$ cat config.mk
export PLATFORM = sky130hd
export DESIGN_NAME = bldc_startup_seq_flat
export DESIGN_NICKNAME = d
export VERILOG_FILES = /design/src/rtl/bldc_pkg.sv /design/src/rtl/bldc_startup_seq_if.sv /design/src/rtl/bldc_vel_slew.sv /design/src/rtl/bldc_startup_seq.sv /design/src/flat_wrapper.sv
export SDC_FILE = /design/constraint.sdc
export NUM_CORES = 1
export LEC_CHECK = 0
export ABC_AREA = 1
export BUFFER_PORTS_ARGS = -buffer_cell sky130_fd_sc_hd__buf_2
export CORE_MARGIN = 1
export CORE_UTILIZATION = 50
export DETAILED_ROUTE_END_ITERATION = 10
export PLACE_DENSITY = 0.79
export SLEW_MARGIN = 20
export SYNTH_ARGS = -nofsm -noshare
export SYNTH_HDL_FRONTEND = slang
export SYNTH_SLANG_ARGS = --single-unit
$ cat constraint.sdc
create_clock -name clk -period 11.53 [get_ports clk]
set_clock_uncertainty 0.2 [all_clocks]
set_input_delay 2.306 -clock clk [delete_from_list [all_inputs] [get_ports clk]]
set_output_delay 2.306 -clock clk [all_outputs]
set_load 0.02 [all_outputs]
$ cat src/rtl/bldc_pkg.sv
// ============================================================================
//  Module      : bldc_pkg
//  Description : Shared types and helpers for the BLDC start-up sequencer:
//                sequencer state encodings, bldc mode codes and a signed
//                velocity clamp.
//  Revision    : 1.0 - initial release
// ============================================================================
`default_nettype none

package bldc_pkg;

    typedef enum logic [2:0] {
        ST_IDLE  = 3'd0,
        ST_ALIGN = 3'd1,
        ST_RAMP  = 3'd2,
        ST_RUN   = 3'd3,
        ST_STOP  = 3'd4,
        ST_FAULT = 3'd5
    } state_t;

    localparam logic [7:0] MODE_CLOSED   = 8'd0;
    localparam logic [7:0] MODE_POSITION = 8'd1;

    // Saturate a widened signed velocity to [-lim, +lim] and narrow to 16 bits.
    function automatic logic signed [15:0] vel_clamp(input logic signed [17:0] v,
                                                     input logic signed [17:0] lim);
        logic signed [17:0] w_res;
        w_res = v;
        if (v > lim)
            w_res = lim;
        else if (v < -lim)
            w_res = -lim;
        return w_res[15:0];
    endfunction

endpackage

`default_nettype wire

$ cat src/rtl/bldc_startup_seq_if.sv
// ============================================================================
//  Module      : bldc_startup_seq_if
//  Description : Host-register and bldc-datapath signal bundle of the start-up
//                sequencer. master = host/datapath side, slave = sequencer.
//  Revision    : 1.0 - initial release
// ============================================================================
`default_nettype none

interface bldc_startup_seq_if;
    logic               run_req;
    logic signed [15:0] target_vel;
    logic signed [15:0] cal_offset;
    logic        [15:0] feedback;
    logic               fault_clr;
    logic               bldc_enable;
    logic        [7:0]  bldc_mode;
    logic signed [15:0] bldc_velocity;
    logic signed [15:0] bldc_offset;
    logic        [2:0]  state;
    logic               fault;

    modport master (
        output run_req, target_vel, cal_offset, feedback, fault_clr,
        input  bldc_enable, bldc_mode, bldc_velocity, bldc_offset, state, fault
    );

    modport slave (
        input  run_req, target_vel, cal_offset, feedback, fault_clr,
        output bldc_enable, bldc_mode, bldc_velocity, bldc_offset, state, fault
    );
endinterface

`default_nettype wire

$ cat src/rtl/bldc_vel_slew.sv
// ============================================================================
//  Module      : bldc_vel_slew
//  Description : Velocity register with direct load and tick-driven signed
//                slew toward a target, VEL_STEP per tick, no overshoot,
//                saturated to +/-VEL_MAX.
//  Revision    : 1.0 - initial release
// ============================================================================
`default_nettype none

module bldc_vel_slew
    import bldc_pkg::*;
#(
    parameter int VEL_STEP = 1,
    parameter int VEL_MAX  = 255
) (
    input  wire logic               clk,
    input  wire logic               rst_n,
    input  wire logic               tick,
    input  wire logic               load,
    input  wire logic signed [15:0] load_val,
    input  wire logic               slew_en,
    input  wire logic signed [15:0] target,
    output logic signed [15:0]      vel
);

    localparam logic signed [17:0] c_LIM  = 18'(VEL_MAX);
    localparam logic signed [17:0] c_STEP = 18'(VEL_STEP);

    logic signed [15:0] r_vel;
    logic signed [15:0] w_vel_next;
    logic signed [15:0] w_tgt;
    logic signed [17:0] w_cur_x;
    logic signed [17:0] w_tgt_x;
    logic signed [17:0] w_load_x;

    assign w_cur_x  = $signed({{2{r_vel[15]}}, r_vel});
    assign w_load_x = $signed({{2{load_val[15]}}, load_val});
    assign w_tgt    = vel_clamp($signed({{2{target[15]}}, target}), c_LIM);
    assign w_tgt_x  = $signed({{2{w_tgt[15]}}, w_tgt});
    assign vel      = r_vel;

    // Next velocity: load has priority, otherwise one bounded step per tick.
    always_comb begin
        w_vel_next = r_vel;
        if (load) begin
            w_vel_next = vel_clamp(w_load_x, c_LIM);
        end else if (slew_en && tick) begin
            if (w_tgt_x > w_cur_x) begin
                if ((w_tgt_x - w_cur_x) > c_STEP)
                    w_vel_next = vel_clamp(w_cur_x + c_STEP, c_LIM);
                else
                    w_vel_next = w_tgt;
            end else if (w_tgt_x < w_cur_x) begin
                if ((w_cur_x - w_tgt_x) > c_STEP)
                    w_vel_next = vel_clamp(w_cur_x - c_STEP, c_LIM);
                else
                    w_vel_next = w_tgt;
            end
        end
    end

    // Velocity register.
    always_ff @(posedge clk or negedge rst_n) begin
        if (!rst_n)
            r_vel <= '0;
        else
            r_vel <= w_vel_next;
    end

endmodule

`default_nettype wire

$ cat src/rtl/bldc_startup_seq.sv
// ============================================================================
//  Module      : bldc_startup_seq
//  Description : BLDC start/stop sequencer: rotor alignment, open-loop angle
//                ramp, hand-over to closed loop, slewed stop.
//                Optional stall detection enabled by defining STALL_DETECT_EN.
//  Revision    : 1.0 - initial release
// ============================================================================
`default_nettype none

module bldc_startup_seq
    import bldc_pkg::*;
#(
    parameter int TICK_DIV       = 1000,
    parameter int ALIGN_TICKS    = 500,
    parameter int ALIGN_VEL      = 64,
    parameter int RAMP_PER_START = 40,
    parameter int RAMP_PER_END   = 4,
    parameter int VEL_STEP       = 1,
    parameter int VEL_MAX        = 255,
    parameter int STALL_TICKS    = 2000
) (
    input  wire logic         clk,
    input  wire logic         rst_n,
    bldc_startup_seq_if.slave bus
);

    localparam logic [15:0] c_TICK_LAST     = 16'(TICK_DIV - 1);
    localparam logic [15:0] c_ALIGN_TICKS   = 16'(ALIGN_TICKS);
    localparam logic [15:0] c_RAMP_START    = 16'(RAMP_PER_START);
    localparam logic [15:0] c_RAMP_END      = 16'(RAMP_PER_END);
    localparam logic [15:0] c_ALIGN_VEL     = 16'(ALIGN_VEL);
    localparam logic [15:0] c_ALIGN_VEL_NEG = 16'(-ALIGN_VEL);

    state_t      r_state,  w_state_next;
    logic [15:0] r_div;
    logic [15:0] r_cnt,    w_cnt_next;
    logic [15:0] r_period, w_period_next;
    logic        r_dir_neg, w_dir_neg_next;
    logic        r_enable, w_enable_next;
    logic [7:0]  r_mode,   w_mode_next;
    logic [15:0] r_offset, w_offset_next;

    logic        w_tick;
    logic        w_load;
    logic [15:0] w_load_val;
    logic        w_slew_en;
    logic [15:0] w_slew_tgt;
    logic [15:0] w_vel;
    logic [15:0] w_dir_step;
    logic [15:0] w_dir_vel;
    logic        w_stall_hit;

    assign w_tick     = (r_div == c_TICK_LAST);
    assign w_dir_step = r_dir_neg ? 16'hFFFF : 16'h0001;
    assign w_dir_vel  = r_dir_neg ? c_ALIGN_VEL_NEG : c_ALIGN_VEL;

    // Free-running tick divider, independent of sequencer state.
    always_ff @(posedge clk or negedge rst_n) begin
        if (!rst_n)
            r_div <= '0;
        else if (w_tick)
            r_div <= '0;
        else
            r_div <= r_div + 16'd1;
    end

    // Sequencer and registered-output state.
    always_ff @(posedge clk or negedge rst_n) begin
        if (!rst_n) begin
            r_state   <= ST_IDLE;
            r_cnt     <= '0;
            r_period  <= '0;
            r_dir_neg <= 1'b0;
            r_enable  <= 1'b0;
            r_mode    <= '0;
            r_offset  <= '0;
        end else begin
            r_state   <= w_state_next;
            r_cnt     <= w_cnt_next;
            r_period  <= w_period_next;
            r_dir_neg <= w_dir_neg_next;
            r_enable  <= w_enable_next;
            r_mode    <= w_mode_next;
            r_offset  <= w_offset_next;
        end
    end

    // Next state and next output values; outputs follow state one clk later.
    always_comb begin
        w_state_next   = r_state;
        w_cnt_next     = r_cnt;
        w_period_next  = r_period;
        w_dir_neg_next = r_dir_neg;
        w_enable_next  = 1'b0;
        w_mode_next    = MODE_CLOSED;
        w_offset_next  = '0;
        w_load         = 1'b1;
        w_load_val     = '0;
        w_slew_en      = 1'b0;
        w_slew_tgt     = '0;

        case (r_state)
            ST_IDLE: begin
                w_cnt_next = '0;
                if (bus.run_req && (bus.target_vel != 16'sd0)) begin
                    w_state_next   = ST_ALIGN;
                    w_dir_neg_next = bus.target_vel[15];
                end
            end

            ST_ALIGN: begin
                w_enable_next = 1'b1;
                w_mode_next   = MODE_POSITION;
                w_load_val    = c_ALIGN_VEL;
                if (!bus.run_req) begin
                    w_state_next = ST_IDLE;
                    w_cnt_next   = '0;
                end else if (w_tick) begin
                    if (r_cnt + 16'd1 == c_ALIGN_TICKS) begin
                        w_state_next  = ST_RAMP;
                        w_cnt_next    = '0;
                        w_period_next = c_RAMP_START;
                    end else begin
                        w_cnt_next = r_cnt + 16'd1;
                    end
                end
            end

            ST_RAMP: begin
                w_enable_next = 1'b1;
                w_mode_next   = MODE_POSITION;
                w_offset_next = r_offset;
                w_load_val    = c_ALIGN_VEL;
                if (!bus.run_req) begin
                    w_state_next = ST_IDLE;
                    w_cnt_next   = '0;
                end else if (w_tick) begin
                    if (r_cnt + 16'd1 == r_period) begin
                        // Angle step; the step that shortens the period to
                        // its final value hands over to closed loop.
                        w_offset_next = r_offset + w_dir_step;
                        w_period_next = r_period - 16'd1;
                        w_cnt_next    = '0;
                        if (r_period - 16'd1 == c_RAMP_END) begin
                            w_state_next = ST_RUN;
                            w_load_val   = w_dir_vel;
                        end
                    end else begin
                        w_cnt_next = r_cnt + 16'd1;
                    end
                end
            end

            ST_RUN: begin
                w_enable_next = 1'b1;
                w_offset_next = bus.cal_offset;
                w_load        = 1'b0;
                w_slew_en     = 1'b1;
                w_slew_tgt    = bus.target_vel;
                if (!bus.run_req)
                    w_state_next = ST_STOP;
                else if (w_stall_hit)
                    w_state_next = ST_FAULT;
            end

            ST_STOP: begin
                w_enable_next = 1'b1;
                w_offset_next = bus.cal_offset;
                w_load        = 1'b0;
                w_slew_en     = 1'b1;
                if (bus.run_req)
                    w_state_next = ST_RUN;
                else if (w_vel == 16'd0)
                    w_state_next = ST_IDLE;
            end

            ST_FAULT: begin
                if (bus.fault_clr && !bus.run_req)
                    w_state_next = ST_IDLE;
            end

            default: begin
                w_state_next = ST_IDLE;
            end
        endcase
    end

    bldc_vel_slew #(
        .VEL_STEP (VEL_STEP),
        .VEL_MAX  (VEL_MAX)
    ) u_vel_slew (
        .clk      (clk),
        .rst_n    (rst_n),
        .tick     (w_tick),
        .load     (w_load),
        .load_val (w_load_val),
        .slew_en  (w_slew_en),
        .target   (w_slew_tgt),
        .vel      (w_vel)
    );

`ifdef STALL_DETECT_EN
    localparam logic [15:0] c_STALL_LAST = 16'(STALL_TICKS - 1);

    logic [15:0] r_fb_prev;
    logic [15:0] r_stall_cnt;
    logic        r_fault;
    logic [15:0] w_vel_abs;
    logic        w_stall_arm;
    logic        w_fb_same;

    assign w_vel_abs   = w_vel[15] ? (16'd0 - w_vel) : w_vel;
    assign w_stall_arm = (r_state == ST_RUN) && (w_vel_abs >= c_ALIGN_VEL);
    assign w_fb_same   = (bus.feedback == r_fb_prev);
    assign w_stall_hit = w_stall_arm && w_fb_same && w_tick && (r_stall_cnt == c_STALL_LAST);

    // Count ticks of unchanged feedback while running at speed.
    always_ff @(posedge clk or negedge rst_n) begin
        if (!rst_n) begin
            r_fb_prev   <= '0;
            r_stall_cnt <= '0;
            r_fault     <= 1'b0;
        end else begin
            r_fb_prev <= bus.feedback;
            r_fault   <= (r_state == ST_FAULT);
            if (!w_stall_arm || !w_fb_same)
                r_stall_cnt <= '0;
            else if (w_tick)
                r_stall_cnt <= r_stall_cnt + 16'd1;
        end
    end

    assign bus.fault = r_fault;
`else
    assign w_stall_hit = 1'b0;
    assign bus.fault   = 1'b0;
`endif

    assign bus.state         = r_state;
    assign bus.bldc_enable   = r_enable;
    assign bus.bldc_mode     = r_mode;
    assign bus.bldc_velocity = w_vel;
    assign bus.bldc_offset   = r_offset;

endmodule

`default_nettype wire

$ cat src/flat_wrapper.sv
// flat-port wrapper written by rule: the top's interface ports become plain ports
module bldc_startup_seq_flat import bldc_pkg::*;
#(
    parameter int TICK_DIV       = 1000,
    parameter int ALIGN_TICKS    = 500,
    parameter int ALIGN_VEL      = 64,
    parameter int RAMP_PER_START = 40,
    parameter int RAMP_PER_END   = 4,
    parameter int VEL_STEP       = 1,
    parameter int VEL_MAX        = 255,
    parameter int STALL_TICKS    = 2000
)
  (clk, rst_n, bus_run_req, bus_target_vel, bus_cal_offset, bus_feedback, bus_fault_clr, bus_bldc_enable, bus_bldc_mode, bus_bldc_velocity, bus_bldc_offset, bus_state, bus_fault);
  bldc_startup_seq_if bus_i ();
  input  wire logic clk;
  input  wire logic rst_n;
  input wire logic [$bits(bus_i.run_req)-1:0] bus_run_req;
  input wire logic [$bits(bus_i.target_vel)-1:0] bus_target_vel;
  input wire logic [$bits(bus_i.cal_offset)-1:0] bus_cal_offset;
  input wire logic [$bits(bus_i.feedback)-1:0] bus_feedback;
  input wire logic [$bits(bus_i.fault_clr)-1:0] bus_fault_clr;
  output wire logic [$bits(bus_i.bldc_enable)-1:0] bus_bldc_enable;
  output wire logic [$bits(bus_i.bldc_mode)-1:0] bus_bldc_mode;
  output wire logic [$bits(bus_i.bldc_velocity)-1:0] bus_bldc_velocity;
  output wire logic [$bits(bus_i.bldc_offset)-1:0] bus_bldc_offset;
  output wire logic [$bits(bus_i.state)-1:0] bus_state;
  output wire logic [$bits(bus_i.fault)-1:0] bus_fault;
  assign bus_i.run_req = bus_run_req;
  assign bus_i.target_vel = bus_target_vel;
  assign bus_i.cal_offset = bus_cal_offset;
  assign bus_i.feedback = bus_feedback;
  assign bus_i.fault_clr = bus_fault_clr;
  assign bus_bldc_enable = bus_i.bldc_enable;
  assign bus_bldc_mode = bus_i.bldc_mode;
  assign bus_bldc_velocity = bus_i.bldc_velocity;
  assign bus_bldc_offset = bus_i.bldc_offset;
  assign bus_state = bus_i.state;
  assign bus_fault = bus_i.fault;
  bldc_startup_seq #(.TICK_DIV(TICK_DIV), .ALIGN_TICKS(ALIGN_TICKS), .ALIGN_VEL(ALIGN_VEL), .RAMP_PER_START(RAMP_PER_START), .RAMP_PER_END(RAMP_PER_END), .VEL_STEP(VEL_STEP), .VEL_MAX(VEL_MAX), .STALL_TICKS(STALL_TICKS)) u_core (.clk(clk), .rst_n(rst_n), .bus(bus_i));
endmodule
# Yosys cells after proc, flatten, opt, wreduce, memory -nomap -nowiden
# Index checks and enable logic that the tools add are counted.
dict set report word_totals {
  ff_bits 86
  input_bits 52
  out_inout_bits 45
  wordCells 130
}
dict set report op_classes {
  eq_ne 26
  mux 57
  order_cmp 12
  n_addsub 8
  n_reduce_logical 18
}
# op count
set ops {}
lappend ops {{2-to-1 mux 16 bit} 37}
lappend ops {{case mux 16 bit (2 select lines)} 3}
lappend ops {{case mux 16 bit (3 select lines)} 1}
lappend ops {{2-to-1 mux 3 bit} 12}
lappend ops {{> comparator 17 x 2 -> 1 bit (second input constant)} 2}
lappend ops {{> comparator 17 x 9 -> 1 bit (second input constant)} 2}
lappend ops {{less-than comparator 17 x 9 -> 1 bit (second input constant)} 2}
lappend ops {{subtractor 16 x 16 -> 17 bit} 2}
lappend ops {{adder 16 x 1 -> 16 bit (second input constant)} 2}
lappend ops {{> comparator 16 x 9 -> 1 bit (second input constant)} 2}
lappend ops {{less-than comparator 16 x 9 -> 1 bit (second input constant)} 2}
lappend ops {{case mux 3 bit (6 select lines)} 1}
lappend ops {{adder 16 x 2 -> 17 bit (second input constant)} 1}
lappend ops {{subtractor 16 x 2 -> 17 bit (second input constant)} 1}
lappend ops {{adder 16 bit} 1}
lappend ops {{equality test 16 x 10 -> 1 bit (second input constant)} 1}
lappend ops {{equality test 16 bit} 1}
lappend ops {{equality test 16 x 3 -> 1 bit (second input constant)} 1}
lappend ops {{equality test 16 x 9 -> 1 bit (second input constant)} 1}
lappend ops {{> comparator 16 bit} 1}
lappend ops {{zero test 16 bit} 1}
lappend ops {{less-than comparator 16 bit} 1}
lappend ops {{nonzero test 16 bit} 1}
lappend ops {{subtractor 16 x 1 -> 16 bit (second input constant)} 1}
lappend ops {{20 further kinds} 41}

# Longest topological paths before layout
dict set report depth {
  ltp_word 12
  depth_mapped 31
  mapped_depth_nobuf 30
}

# Hierarchy
# A second synthesis with hierarchy kept.
dict set report hier_totals {
  hier_cells 1724
  hier_area_um2 10567.6
}
# mod area_each_um2 n_inst cells_per_inst seq_area_each_um2
set modules_own_cells {}
lappend modules_own_cells {bldc_startup_seq 6004.5 1 924 1751.7}
lappend modules_own_cells {bldc_vel_slew 4563.1 1 800 400.4}

# Least setup slack after synthesis
# OpenSTA, ideal clock, no wires.
dict set report synth_path {
  path_kind {input-to-reg}
  startpoint {in bus_target_vel[7]}
  endpoint {reg u_core.u_vel_slew.r_vel[2] (netlist: u_core.u_vel_slew.vel[2])}
  required_ps 11212
  path_buffers 1
  t_arrival_ps 5916
  cell_stages 26
  slack_ps 5297
  setup_ps 118
  path_cell_list {nor4_1 > nand2_1 > nor4_1 > nor4_1 > nand3_1 > ha_1 > nor3_1 > ha_1 > inv_1 > fa_1 > nand3_1 > nand2_1 > a21boi_0 > inv_1 > a21oi_1 > xor2_1 > nand2_1 > nor2_1 > nand2_1 > nand2_2 > buf_4 > inv_1 > o21ai_0 > nand2_1 > nand3_1 > nand2_1}
}
dict set report synth_via {
  elab_chain_len 11
  word_cells_on_any_way 19
  cone_classes {add/sub (2); order compare (6); eq/ne (1); mux (9); reduce/logical (1)}
}
# item line
set synth_lines {}
lappend synth_lines {{start, declared} flat_wrapper.sv:18} ;# input wire logic [$bits(bus_i.target_vel)-1:0] bus_target_vel;
lappend synth_lines {{2-to-1 mux 16 bit (*)} bldc_startup_seq.sv:102} ;# case (r_state)
lappend synth_lines {{less-than comparator 16 x 9 -> 1 bit} bldc_pkg.sv:31} ;# else if (v < -lim)
lappend synth_lines {{2-to-1 mux 16 bit} bldc_pkg.sv:31}
lappend synth_lines {{2-to-1 mux 16 bit (*)} bldc_pkg.sv:29} ;# if (v > lim)
lappend synth_lines {{subtractor 16 x 16 -> 17 bit} bldc_vel_slew.sv:54} ;# if ((w_cur_x - w_tgt_x) > c_STEP)
lappend synth_lines {{> comparator 17 x 2 -> 1 bit} bldc_vel_slew.sv:54}
lappend synth_lines {{2-to-1 mux 16 bit} bldc_vel_slew.sv:54}
lappend synth_lines {{2-to-1 mux 16 bit} bldc_vel_slew.sv:53} ;# end else if (w_tgt_x < w_cur_x) begin
lappend synth_lines {{2-to-1 mux 16 bit} bldc_vel_slew.sv:48} ;# if (w_tgt_x > w_cur_x) begin
lappend synth_lines {{2-to-1 mux 16 bit} bldc_vel_slew.sv:47} ;# end else if (slew_en && tick) begin
lappend synth_lines {{2-to-1 mux 16 bit} bldc_vel_slew.sv:45} ;# if (load) begin
lappend synth_lines {{end signal, assigned} bldc_vel_slew.sv:67} ;# r_vel <= w_vel_next;
lappend synth_lines {{end, declared} bldc_vel_slew.sv:29} ;# logic signed [15:0] r_vel;
# Every way passes the cells marked *; elsewhere a longest branch is shown, timed or not. The select of a mux whose other input is x is not followed.
# A chain may end at the register's enable or synchronous reset.

# Final worst setup path
dict set report layout_path {
  startpoint {in bus_target_vel[6]}
  endpoint {reg u_core.u_vel_slew.r_vel[14] (netlist: u_core.u_vel_slew.vel[14])}
}
# Same word-level chain as after synthesis.

==> impl_results.md <==
- Vias after detailed routing: 9,543
- Gr usage total: 28.5%
- ANT nets after route: 0
- Main synth FF type: dfrtp_1
- CORE AREA: 18,000 µm²
- Synth warn: 0
- Post-DP Area: 9640 µm²
- Post-CTS setup buffers: 0
- Yosys cell types: 60
- RSZ-0062 raised after global routing: false
- CTS buffer count: 9
- Vias/cell: 5.48
- Crit-path max FO: 20
- Fin crit share: 66.8%
- TritonCTS clock tree: yes
- Final Hold Fails: 0
- Clock latency on the worst-skew pair: 0.34 ns
- Reg2Reg Depth: 23
- First DRT Iteration DRCs: 759
- Tmin final: 7.70 ns
- Max VDD drop: 0.145 mV
- Starting Density: 50.9%
- Post-synth EDFFs: 0
- N_diodes: 0
- Status: finished, final reports clean
- HP Class: register to register
- Synth Area in Adders: 7.91%
- Die area: 18,800 µm²
- R2r startpoint: u_core.bus.state[0]
- Worst path bufs/invs: 4
- Final TNS setup: 0 ns
- H-tree depth: 3
- Total of fill cells in the finished design: 1,821
- Design area: 9950 µm²
- CP most frequent cell: nand2_1
- Synthesized instance count: 1,452
- PortBufs: 72
- Share of cells above drive strength 1: 9.40%
- First-pass GRT wire length: 42,400 µm
- CTS Sinks: 86
- Area grow syn2layout: 8.74%
- Root buffer cell: clkbuf_16
- FMAX: 130 MHz
- Highest-delay cell along the critical path: inv_1
- Setup CP Type: primary input to register
- Net count, final: 1,615
- Relative slew slack: 37.9%
- Die width: 137 µm
- Area share of xor/xnor cells in the synthesized design: 6.80%
- CP Depth: 24
- CTS max path bufs: 2
- Largest family of logic cells by synthesized area: simple AND/OR/NAND/NOR gates
- Hold_sp: u_core.r_div[0]
- Synth Area in Compound Gates: 12.0%
- Detailed-route DRC error count: 0
- Required @ worst endpoint: 11.54 ns
- Post-CTS sizing: 0
- CTS clock-pin slew for the worst setup and hold paths: 0.07 ns
- Dpl cells: 1,725
- Count of pins over their slew limit: 0
- Cell Pwr Density: 243 nW/µm²
- WHS: 0.265 ns
- Vias in the first global route: 8,977
- Final HPWL from detailed placement: 20,500 µm
- Max incr delay on CP: 0.67 ns
- Pleak: 0.00534 µW
- Syn avg cell area: 6.30 µm²
- Post-CTS Hold Buffers: 0
- Worst-Margin Slew: 0.929 ns
- Top delay family on crit path: simple AND/OR/NAND/NOR gates
- Rows: 49
- Hold path depth: 1
- IO Count: 97
- Post-Layout Cell Count: 1,740
- Pin count of the biggest net entering global routing: 68
- Crit end category: register
- Grt ovf: 0
- Critical path origin: bus_target_vel[6]
- WP data arrival: 7.72 ns
- Post-Syn Area: 9150 µm²
- Final setup vio count: 0
- Crit path cell chain: buf_2, nor4_1, nand2_1, nor4_1, nor4_1, nand3_1, ha_1, nor2_4, a21oi_1, inv_1, ha_1, nand2_1, o21ai_1, a21oi_1, o21ai_1, nand2_1, nand3_1, nand3_1, inv_1, nand3_1, nand2_1, inv_1, nand2_1, a21oi_1
- DR WL/cell: 15.1 µm
- Total wire length: 26,200 µm
- Flops & latches, synth: 86
- Initial antenna violation count: 0
- Post-synthesis sequential area ratio: 23.5%
- Asr flop ratio synth: 100%
- Mux cell area share after synthesis: 0.123%
- Critical path startpoint category: primary input
- Max-cap viol count: 0
- Die H: 137 µm
- Routability Congestion: 0.958
- Simple-gate share of the synthesized area: 38.6%
- Pre-antenna DRT Iters: 5
cell type report:
type,count,area (µm²),area share (%)
Clock inverter,4,55.1,0.553
Clock buffer,11,253,2.54
Inverter,212,796,8.00
Timing Repair Buffer,74,378,3.80
Sequential cell,86,2150,21.6
Tap cell,229,287,2.88
Multi-Input combinational cell,1124,6030,60.6
metrics by stage:
step | util, % | setup WS (ns) | total power, µW
floorplan | - | 5.30 | 1710
global placement | 53.7 | 3.73 | 2060
detailed placement | 53.7 | 3.61 | 2080
CTS | 55.4 | 3.96 | 2390
global route | 55.4 | 3.40 | 2650
finish | 55.4 | 3.83 | 2410
flip-flops by register name, indices dropped and copies added (netlist names):
register,flops
u_core.bus.bldc_offset,16
u_core.bus.bldc_mode,1
u_core.bus.state,3
u_core.r_period,16
u_core.u_vel_slew.vel,16
u_core.r_div,16
u_core.r_cnt,16
u_core.r_dir_neg,1
u_core.bus.bldc_enable,1
final timing paths:
| path | slack (ns) | endpoint |
|---|---|---|
| setup / recovery | 3.83 | u_core.u_vel_slew.vel[14] |
| setup reg to reg | 5.69 | u_core.u_vel_slew.vel[14] |
| min in group asynchronous | 1.64 | u_core.r_period[6] |
| hold reg to reg | 0.27 | u_core.r_div[0] |
| hold / removal | 0.27 | u_core.r_div[0] |
| max in group asynchronous | 8.35 | u_core.r_cnt[12] |
synthesized netlist by cell type (all sizes together) (3+ instances only):
cell type / count / area, µm²
a21boi: 3 / 22.5
a21oi: 80 / 404
a32o: 3 / 30.0
buf: 23 / 153
clkbuf: 14 / 52.6
clkinv: 3 / 11.3
dfrtp: 86 / 2150
fa: 3 / 60.1
ha: 53 / 663
inv: 209 / 785
nand2: 391 / 1490
nand3: 138 / 751
nand3b: 5 / 50.1
nand4: 29 / 209
nor2: 170 / 693
nor3: 33 / 180
nor4: 10 / 62.6
o211ai: 5 / 42.5
o21ai: 88 / 455
or2: 10 / 62.6
xnor2: 12 / 105
xor2: 59 / 517
worst register-to-register path: cells and delay by family, from the launching register on:
kind / cells / cell delay (ns)
compound gates: 5 / 1.25
fa+ha+maj: 2 / 0.81
buf+inv: 3 / 0.95
flops: 1 / 0.54
simple gates: 13 / 1.98
cell families (layout without fill, tap and decap cells):
group | after synthesis | count (layout)
AND/OR/NAND/NOR | 791 | 791
multiplexers | 1 | 1
flip-flops | 86 | 86
AO/OA/AOI/OAI | 197 | 197
adder cells (fa/ha/maj) | 56 | 56
other | 1 | 8
buffers and inverters | 249 | 301
XOR/XNOR | 71 | 71
layer usage:
layer	vias up	part of all wire (%)	track usage [%]
li1	4775	-	-
met1	4372	42	34.3
met2	337	49	50.2
met3	59	6.2	4.19
met4	0	3.4	12.8
met5	-	0	0
power breakdown:
part / total (µW) / internal, µW / switching (µW)
combinational: 1710 / 552 / 1160
sequential: 402 / 338 / 63.8
clock: 302 / 180 / 123
total: 2410 / 1070 / 1340
layout by cell type, fill, tap and decap left out, drive strengths merged, types with 3 or more instances in the layout:
cell type	netlist	layout
nand2	391	391
inv	209	210
nor2	170	170
nand3	138	138
o21ai	88	88
dfrtp	86	86
a21oi	80	80
buf	23	74
xor2	59	59
ha	53	53
nor3	33	33
nand4	29	29
xnor2	12	12
clkbuf	14	11
nor4	10	10
or2	10	10
conb	1	8
o211ai	5	5
nand3b	5	5
clkinv	3	4
a32o	3	3
a21boi	3	3
fa	3	3
No activity file was read; power rests on OpenSTA's default activity.
